--- src/rtl/prime_sieve_collector.sv ---
// -----------------------------------------------------------------------------
// prime_sieve_collector
//
// Sweeps a candidate number from 2 up to a latched search limit while stepping
// the external prime counter array in lockstep. A candidate with no counter
// hit is prime; the block keeps the largest prime seen, the prime count and a
// saturating count of cycles spent clearing and scanning.
//
// Ports
//   Clock          in   system clock, rising edge
//   Reset_n        in   asynchronous active-low reset
//   Start          in   begin a search (honoured in IDLE or DONE only)
//   SearchLimit    in   inclusive upper bound, latched on an accepted Start
//   Pause          in   freeze the scan while high (timer keeps running)
//   CounterHit     in   per-counter hit: Candidate is a proper multiple of it
//   CounterClear   out  one-cycle clear to every counter (CLEAR state)
//   CounterEnable  out  per-counter advance strobe (unpaused SCAN)
//   Candidate      out  number currently under test
//   Busy           out  high in CLEAR and SCAN
//   Done           out  high in DONE
//   LargestPrime   out  largest prime found in the current/last run
//   PrimeCount     out  primes found in the current/last run
//   ElapsedCycles  out  CLEAR+SCAN cycles of the run, saturating
// -----------------------------------------------------------------------------
module prime_sieve_collector #(
    parameter int NUM_COUNTERS  = 10,
    parameter int COUNTER_WIDTH = 20,
    parameter int TIMER_WIDTH   = 32
) (
    input  logic                     Clock,
    input  logic                     Reset_n,
    input  logic                     Start,
    input  logic [COUNTER_WIDTH-1:0] SearchLimit,
    input  logic                     Pause,
    input  logic [NUM_COUNTERS-1:0]  CounterHit,
    output logic                     CounterClear,
    output logic [NUM_COUNTERS-1:0]  CounterEnable,
    output logic [COUNTER_WIDTH-1:0] Candidate,
    output logic                     Busy,
    output logic                     Done,
    output logic [COUNTER_WIDTH-1:0] LargestPrime,
    output logic [COUNTER_WIDTH-1:0] PrimeCount,
    output logic [TIMER_WIDTH-1:0]   ElapsedCycles
);

    typedef enum logic [1:0] {
        IDLE  = 2'd0,
        CLEAR = 2'd1,
        SCAN  = 2'd2,
        DONE  = 2'd3
    } sieveState_t;

    sieveState_t state;
    sieveState_t nextState;

    logic [COUNTER_WIDTH-1:0] limitReg;
    logic                     startAccept;
    logic                     limitTooSmall;
    logic                     lastCandidate;
    logic                     isPrime;
    logic [TIMER_WIDTH-1:0]   elapsedNext;

    // Start is only meaningful when no run is in flight.
    assign startAccept   = Start && ((state == IDLE) || (state == DONE));
    assign limitTooSmall = SearchLimit < COUNTER_WIDTH'(2);
    assign lastCandidate = (Candidate == limitReg);
    // Hits refer to the present Candidate, so no hit means no smaller prime divides it.
    assign isPrime       = (CounterHit == '0);
    assign elapsedNext   = (ElapsedCycles == '1) ? ElapsedCycles
                                                 : ElapsedCycles + TIMER_WIDTH'(1);

    // State register
    always_ff @(posedge Clock or negedge Reset_n) begin
        if (!Reset_n) begin
            state <= IDLE;
        end else begin
            state <= nextState;
        end
    end

    // Next state and control strobes
    always_comb begin
        nextState     = state;
        CounterClear  = 1'b0;
        CounterEnable = '0;
        Busy          = 1'b0;
        Done          = 1'b0;
        case (state)
            IDLE: begin
                if (startAccept) begin
                    nextState = limitTooSmall ? DONE : CLEAR;
                end
            end
            CLEAR: begin
                Busy         = 1'b1;
                CounterClear = 1'b1;
                nextState    = SCAN;
            end
            SCAN: begin
                Busy = 1'b1;
                if (!Pause) begin
                    // Counters advance on the same edge as Candidate.
                    CounterEnable = '1;
                    if (lastCandidate) begin
                        nextState = DONE;
                    end
                end
            end
            DONE: begin
                Done = 1'b1;
                if (startAccept) begin
                    nextState = limitTooSmall ? DONE : CLEAR;
                end
            end
            default: nextState = IDLE;
        endcase
    end

    // Datapath: limit latch, candidate sweep, result collection, timer
    always_ff @(posedge Clock or negedge Reset_n) begin
        if (!Reset_n) begin
            limitReg      <= '0;
            Candidate     <= '0;
            LargestPrime  <= '0;
            PrimeCount    <= '0;
            ElapsedCycles <= '0;
        end else begin
            case (state)
                IDLE, DONE: begin
                    if (startAccept) begin
                        limitReg      <= SearchLimit;
                        Candidate     <= '0;
                        LargestPrime  <= '0;
                        PrimeCount    <= '0;
                        ElapsedCycles <= '0;
                    end
                end
                CLEAR: begin
                    Candidate     <= COUNTER_WIDTH'(2);
                    ElapsedCycles <= TIMER_WIDTH'(1);
                end
                SCAN: begin
                    ElapsedCycles <= elapsedNext;
                    if (!Pause) begin
                        if (isPrime) begin
                            LargestPrime <= Candidate;
                            PrimeCount   <= PrimeCount + COUNTER_WIDTH'(1);
                        end
                        // Hold at the limit rather than stepping past it.
                        if (!lastCandidate) begin
                            Candidate <= Candidate + COUNTER_WIDTH'(1);
                        end
                    end
                end
                default: ;
            endcase
        end
    end

endmodule

--- config.mk ---
export PLATFORM = sky130hd
export DESIGN_NAME = prime_sieve_collector
export DESIGN_NICKNAME = d
export VERILOG_FILES = /design/src/rtl/prime_sieve_collector.sv
export SDC_FILE = /design/constraint.sdc
export NUM_CORES = 1
export LEC_CHECK = 0
export CAP_MARGIN = 20
export CORE_MARGIN = 2
export CORE_UTILIZATION = 50
export CTS_CLUSTER_SIZE = 8
export DETAILED_ROUTE_END_ITERATION = 10
export PLACE_DENSITY = 0.8
export SLEW_MARGIN = 10
export SYNTH_ARGS = -nofsm -noshare
export SYNTH_HDL_FRONTEND = slang
export SYNTH_SLANG_ARGS = --single-unit
export TNS_END_PERCENT = 10
--- constraint.sdc ---
create_clock -name Clock -period 3 [get_ports Clock]
set_input_delay 0.45 -clock Clock [delete_from_list [all_inputs] [get_ports Clock]]
set_output_delay 0.45 -clock Clock [all_outputs]
set_load 0.02 [all_outputs]
==> impl_metrics.xml <==
<?xml version="1.0" encoding="UTF-8"?>
<metrics>
  <group name="status">
    <metric name="run_status" unit="">complete, no violations</metric>
  </group>
  <group name="worst_setup_path">
    <metric name="largest_fanout_of_any_net_on_the_critical_path" unit="">42</metric>
    <metric name="critPathLaunchType" unit="">flip-flop</metric>
    <metric name="critPathCaptureType" unit="">primary output</metric>
    <metric name="critical_path.slowest_cell" unit="">sky130_fd_sc_hd__clkdlybuf4s50_1</metric>
    <metric name="path_class" unit="">flip-flop to primary output</metric>
    <metric name="max_stage_delay" unit="ps">640</metric>
    <metric name="crit_arrival" unit="ps">2430</metric>
    <metric name="worstPathCellList" unit="">inv_1, ha_1, buf_6, inv_1, nor2_1, buf_4, clkdlybuf4s50_1</metric>
    <metric name="crit_required" unit="ps">2550</metric>
    <metric name="path_common_cell" unit="">sky130_fd_sc_hd__inv_1</metric>
  </group>
  <group name="drt">
    <metric name="route.vias.total" unit="">5704</metric>
    <metric name="detail_route.first_pass.iterations" unit="">7</metric>
    <metric name="route.antenna.remaining_nets" unit="">0</metric>
    <metric name="routed_wl" unit="mm">17.00</metric>
    <metric name="route.detailed.wl_per_inst" unit="um">17.86</metric>
    <metric name="initialDrtViolationCount" unit="">430</metric>
    <metric name="vias_per_cell" unit="">5.992</metric>
    <metric name="drc_errors" unit="">0</metric>
  </group>
  <group name="power_and_ir_drop">
    <metric name="cellLeakagePower" unit="nW">3.229</metric>
    <metric name="power.density" unit="nW/um2">736.7</metric>
    <metric name="power.ir.vdd_worst" unit="mV">0.4365</metric>
  </group>
  <group name="place">
    <metric name="finalWeightedCongestion" unit="">0.9108</metric>
    <metric name="io_buffers" unit="">138</metric>
    <metric name="hpwl" unit="mm">11.82</metric>
    <metric name="placedCellCount" unit="">920</metric>
  </group>
  <group name="sta">
    <metric name="report.final.hold_viol_count" unit="">0</metric>
    <metric name="hold-worst-slack" unit="ps">53.57</metric>
    <metric name="fin_crit" unit="ps">2883</metric>
    <metric name="min_period_over_period" unit="">0.9610</metric>
    <metric name="max-slew-margin-rel" unit="">0.4405</metric>
    <metric name="max_freq" unit="MHz">346.9</metric>
    <metric name="worst-slew-pin-transition" unit="ps">837.2</metric>
    <metric name="slew_limit_fails" unit="">0</metric>
    <metric name="setup_viol" unit="">0</metric>
    <metric name="rsz0062_at_grt" unit="">no</metric>
    <metric name="fin_setup_tns" unit="ps">0</metric>
    <metric name="fin_worst_skew" unit="ps">5.886</metric>
  </group>
  <group name="global_route">
    <metric name="grt_antenna_before_repair" unit="">0</metric>
    <metric name="grt_max_degree" unit="">70</metric>
    <metric name="grt_total_usage" unit="">0.2641</metric>
    <metric name="grt_remaining_overflow" unit="">0</metric>
    <metric name="via_count_of_the_first_global_routing_pass" unit="">5350</metric>
    <metric name="grt_pass1_wl" unit="mm">27.13</metric>
  </group>
  <group name="yosys">
    <metric name="async_reset_ff_frac" unit="">1.000</metric>
    <metric name="syn_area_per_cell" unit="um2">9.162</metric>
    <metric name="yosysSeqAreaShare" unit="">0.4675</metric>
    <metric name="mapped_cell_area" unit="um2">6102</metric>
    <metric name="synth.net_count" unit="">706</metric>
    <metric name="synth_edf_count" unit="">0</metric>
    <metric name="yosys_warnings" unit="">0</metric>
    <metric name="post_synthesis_register_bit_count" unit="">114</metric>
    <metric name="leading_register_cell_type_out_of_synthesis" unit="">sky130_fd_sc_hd__dfrtp_1</metric>
    <metric name="synthDistinctLibCells" unit="">58</metric>
    <metric name="synth_cells" unit="">666</metric>
  </group>
  <group name="layout">
    <metric name="finalNonFillerCells" unit="">952</metric>
    <metric name="n_antenna_cell" unit="">0</metric>
    <metric name="layout_stage_area_growth_over_the_synthesis_result" unit="%">33.16</metric>
    <metric name="commonest_non_fill_non_tap_cells_in_the_layout" unit="">137 x sky130_fd_sc_hd__clkdlybuf4s50_1, 114 x sky130_fd_sc_hd__dfrtp_1, 86 x sky130_fd_sc_hd__nand2_1, 68 x sky130_fd_sc_hd__o21ai_0, 62 x sky130_fd_sc_hd__nor2_1</metric>
    <metric name="drive_above_1_share" unit="">0.1043</metric>
    <metric name="mostFrequentLayoutCell" unit="">sky130_fd_sc_hd__clkdlybuf4s50_1</metric>
    <metric name="final_net_count" unit="">832</metric>
  </group>
  <group name="clock_network">
    <metric name="cts_hold_repair.buffers" unit="">0</metric>
    <metric name="tritoncts_buffers" unit="">17</metric>
    <metric name="cts_max_path_buffers" unit="">2</metric>
    <metric name="tritoncts" unit="">built</metric>
    <metric name="cts.sink_count" unit="">114</metric>
    <metric name="ctsResizeCount" unit="">0</metric>
    <metric name="cts.reportedPaths.clkPinSlew" unit="ps">60</metric>
    <metric name="clkLatencyLatePin" unit="ps">410</metric>
    <metric name="cts_root_buffer" unit="">sky130_fd_sc_hd__clkbuf_16</metric>
    <metric name="count_of_h_tree_levels_built_during_cts" unit="">4</metric>
    <metric name="cts_post_setup_buffers_inserted" unit="">0</metric>
  </group>
  <group name="run">
    <metric name="drv.max_cap_violation_count" unit="">0</metric>
  </group>
  <group name="floorplanning">
    <metric name="die_y" unit="um">114.5</metric>
    <metric name="fp-row-count" unit="">40</metric>
    <metric name="die_w" unit="um">114.5</metric>
    <metric name="effective_utilization_at_floorplan" unit="">0.5101</metric>
    <metric name="io_pins" unit="">139</metric>
    <metric name="dieArea" unit="um2">13100</metric>
    <metric name="fp.coreArea" unit="um2">11960</metric>
  </group>
  <group name="hold_path">
    <metric name="hold_path_class" unit="">input port to asynchronous set/reset pin</metric>
  </group>
</metrics>
-- area by class of cell --
cell class                      count  area [um2]
Clock buffer                       19       442.9
Clock inverter                     13       137.6
Fill cell                         923        3836
Inverter                           12       45.04
Multi-Input combinational cell    496        2970
Sequential cell                   114        2853
Tap cell                          147       183.9
Timing Repair Buffer              151        1493
-- per-layer routing --
metal / track usage / wire (um) / up-vias
li1: - / - / 2640
met1: 0.3561 / 7284 / 2789
met2: 0.4241 / 8195 / 246
met3: 0.06247 / 1225 / 29
met4: 0.08374 / 297 / 0
met5: 0 / 0 / -
-- state kept, by name (all words and copies together), names as in the netlist --
name and cells:
ElapsedCycles 32, PrimeCount 20, Candidate 20, LargestPrime 20, state 2, limitReg 20
-- path summary, 6_finish.rpt --
check,slack (ps),to,from,cells past startpoint
hold / removal,50,LargestPrime[12],Reset_n,1
min in group Clock,480,LargestPrime[16],LargestPrime[16],2
hold reg to reg,480,LargestPrime[16],LargestPrime[16],2
setup reg to reg,330,Candidate[15],Candidate[5],6
setup / recovery,120,CounterEnable[0],state[0],7
max in group asynchronous,2160,limitReg[11],Reset_n,2
-- worst max-delay path: cells and delay by family, from the launching register on --
family | cells | cell delay [ps]
fa+ha+maj | 1 | 190
buf+inv | 5 | 1310
flops | 1 | 390
simple gates | 1 | 130
-- cell usage after synthesis, types with 4 or more instances --
library cell	n	area [um2]
sky130_fd_sc_hd__o31ai_1	14	105.1
sky130_fd_sc_hd__nor2_1	62	232.7
sky130_fd_sc_hd__xnor2_1	32	280.3
sky130_fd_sc_hd__and3_1	13	81.33
sky130_fd_sc_hd__nor4_1	9	56.30
sky130_fd_sc_hd__and2_1	8	50.05
sky130_fd_sc_hd__buf_4	13	97.59
sky130_fd_sc_hd__inv_1	12	45.04
sky130_fd_sc_hd__ha_1	6	75.07
sky130_fd_sc_hd__and4_1	4	35.03
sky130_fd_sc_hd__o21ai_0	68	340.3
sky130_fd_sc_hd__clkbuf_1	17	63.81
sky130_fd_sc_hd__a21oi_1	25	125.1
sky130_fd_sc_hd__dfrtp_1	114	2853
sky130_fd_sc_hd__nor4_2	6	75.07
sky130_fd_sc_hd__a31oi_1	18	112.6
sky130_fd_sc_hd__nand3_1	34	170.2
sky130_fd_sc_hd__a21o_1	5	37.54
sky130_fd_sc_hd__mux2_2	21	236.5
sky130_fd_sc_hd__nand2b_1	5	31.28
sky130_fd_sc_hd__nand4_1	20	125.1
sky130_fd_sc_hd__nand2_1	86	322.8
sky130_fd_sc_hd__buf_2	8	40.04
sky130_fd_sc_hd__or3_1	5	31.28
sky130_fd_sc_hd__nor3_1	15	75.07
sky130_fd_sc_hd__a22o_1	7	61.31
-- stage by stage --
stage	worst slack, ps	utilization	instance area (um2)	power (W)
after floorplan	878.0	-	6102	0.003394
after global placement	283.9	0.6298	7533	0.003915
after detailed placement	188.9	0.6298	7533	0.003998
after CTS	17.20	0.6783	8114	0.005983
after global routing	3.837	0.6793	8125	0.006293
final	117.0	0.6793	8125	0.005986
-- cells by family (layout without fill, tap and decap cells) --
family                   after synthesis  in the layout  synth area share
AO/OA/AOI/OAI                        152            152            0.1497
XOR/XNOR                              34             34           0.04880
adder cells (fa/ha/maj)                6              6           0.01230
buffers and inverters                 56            195           0.04695
flip-flops                           114            114            0.4675
multiplexers                          23             23           0.04203
AND/OR/NAND/NOR                      281            281            0.2327
-- power breakdown --
| group | leakage [nW] | switching (W) | internal, W |
|---|---|---|---|
| Clock | 0.267 | 0.000743 | 0.00124 |
| Combinational | 1.42 | 0.00123 | 0.000802 |
| Sequential | 1.54 | 0.000217 | 0.00175 |
| Total | 3.23 | 0.00219 | 0.00379 |
No activity file was read; power rests on OpenSTA's default activity.
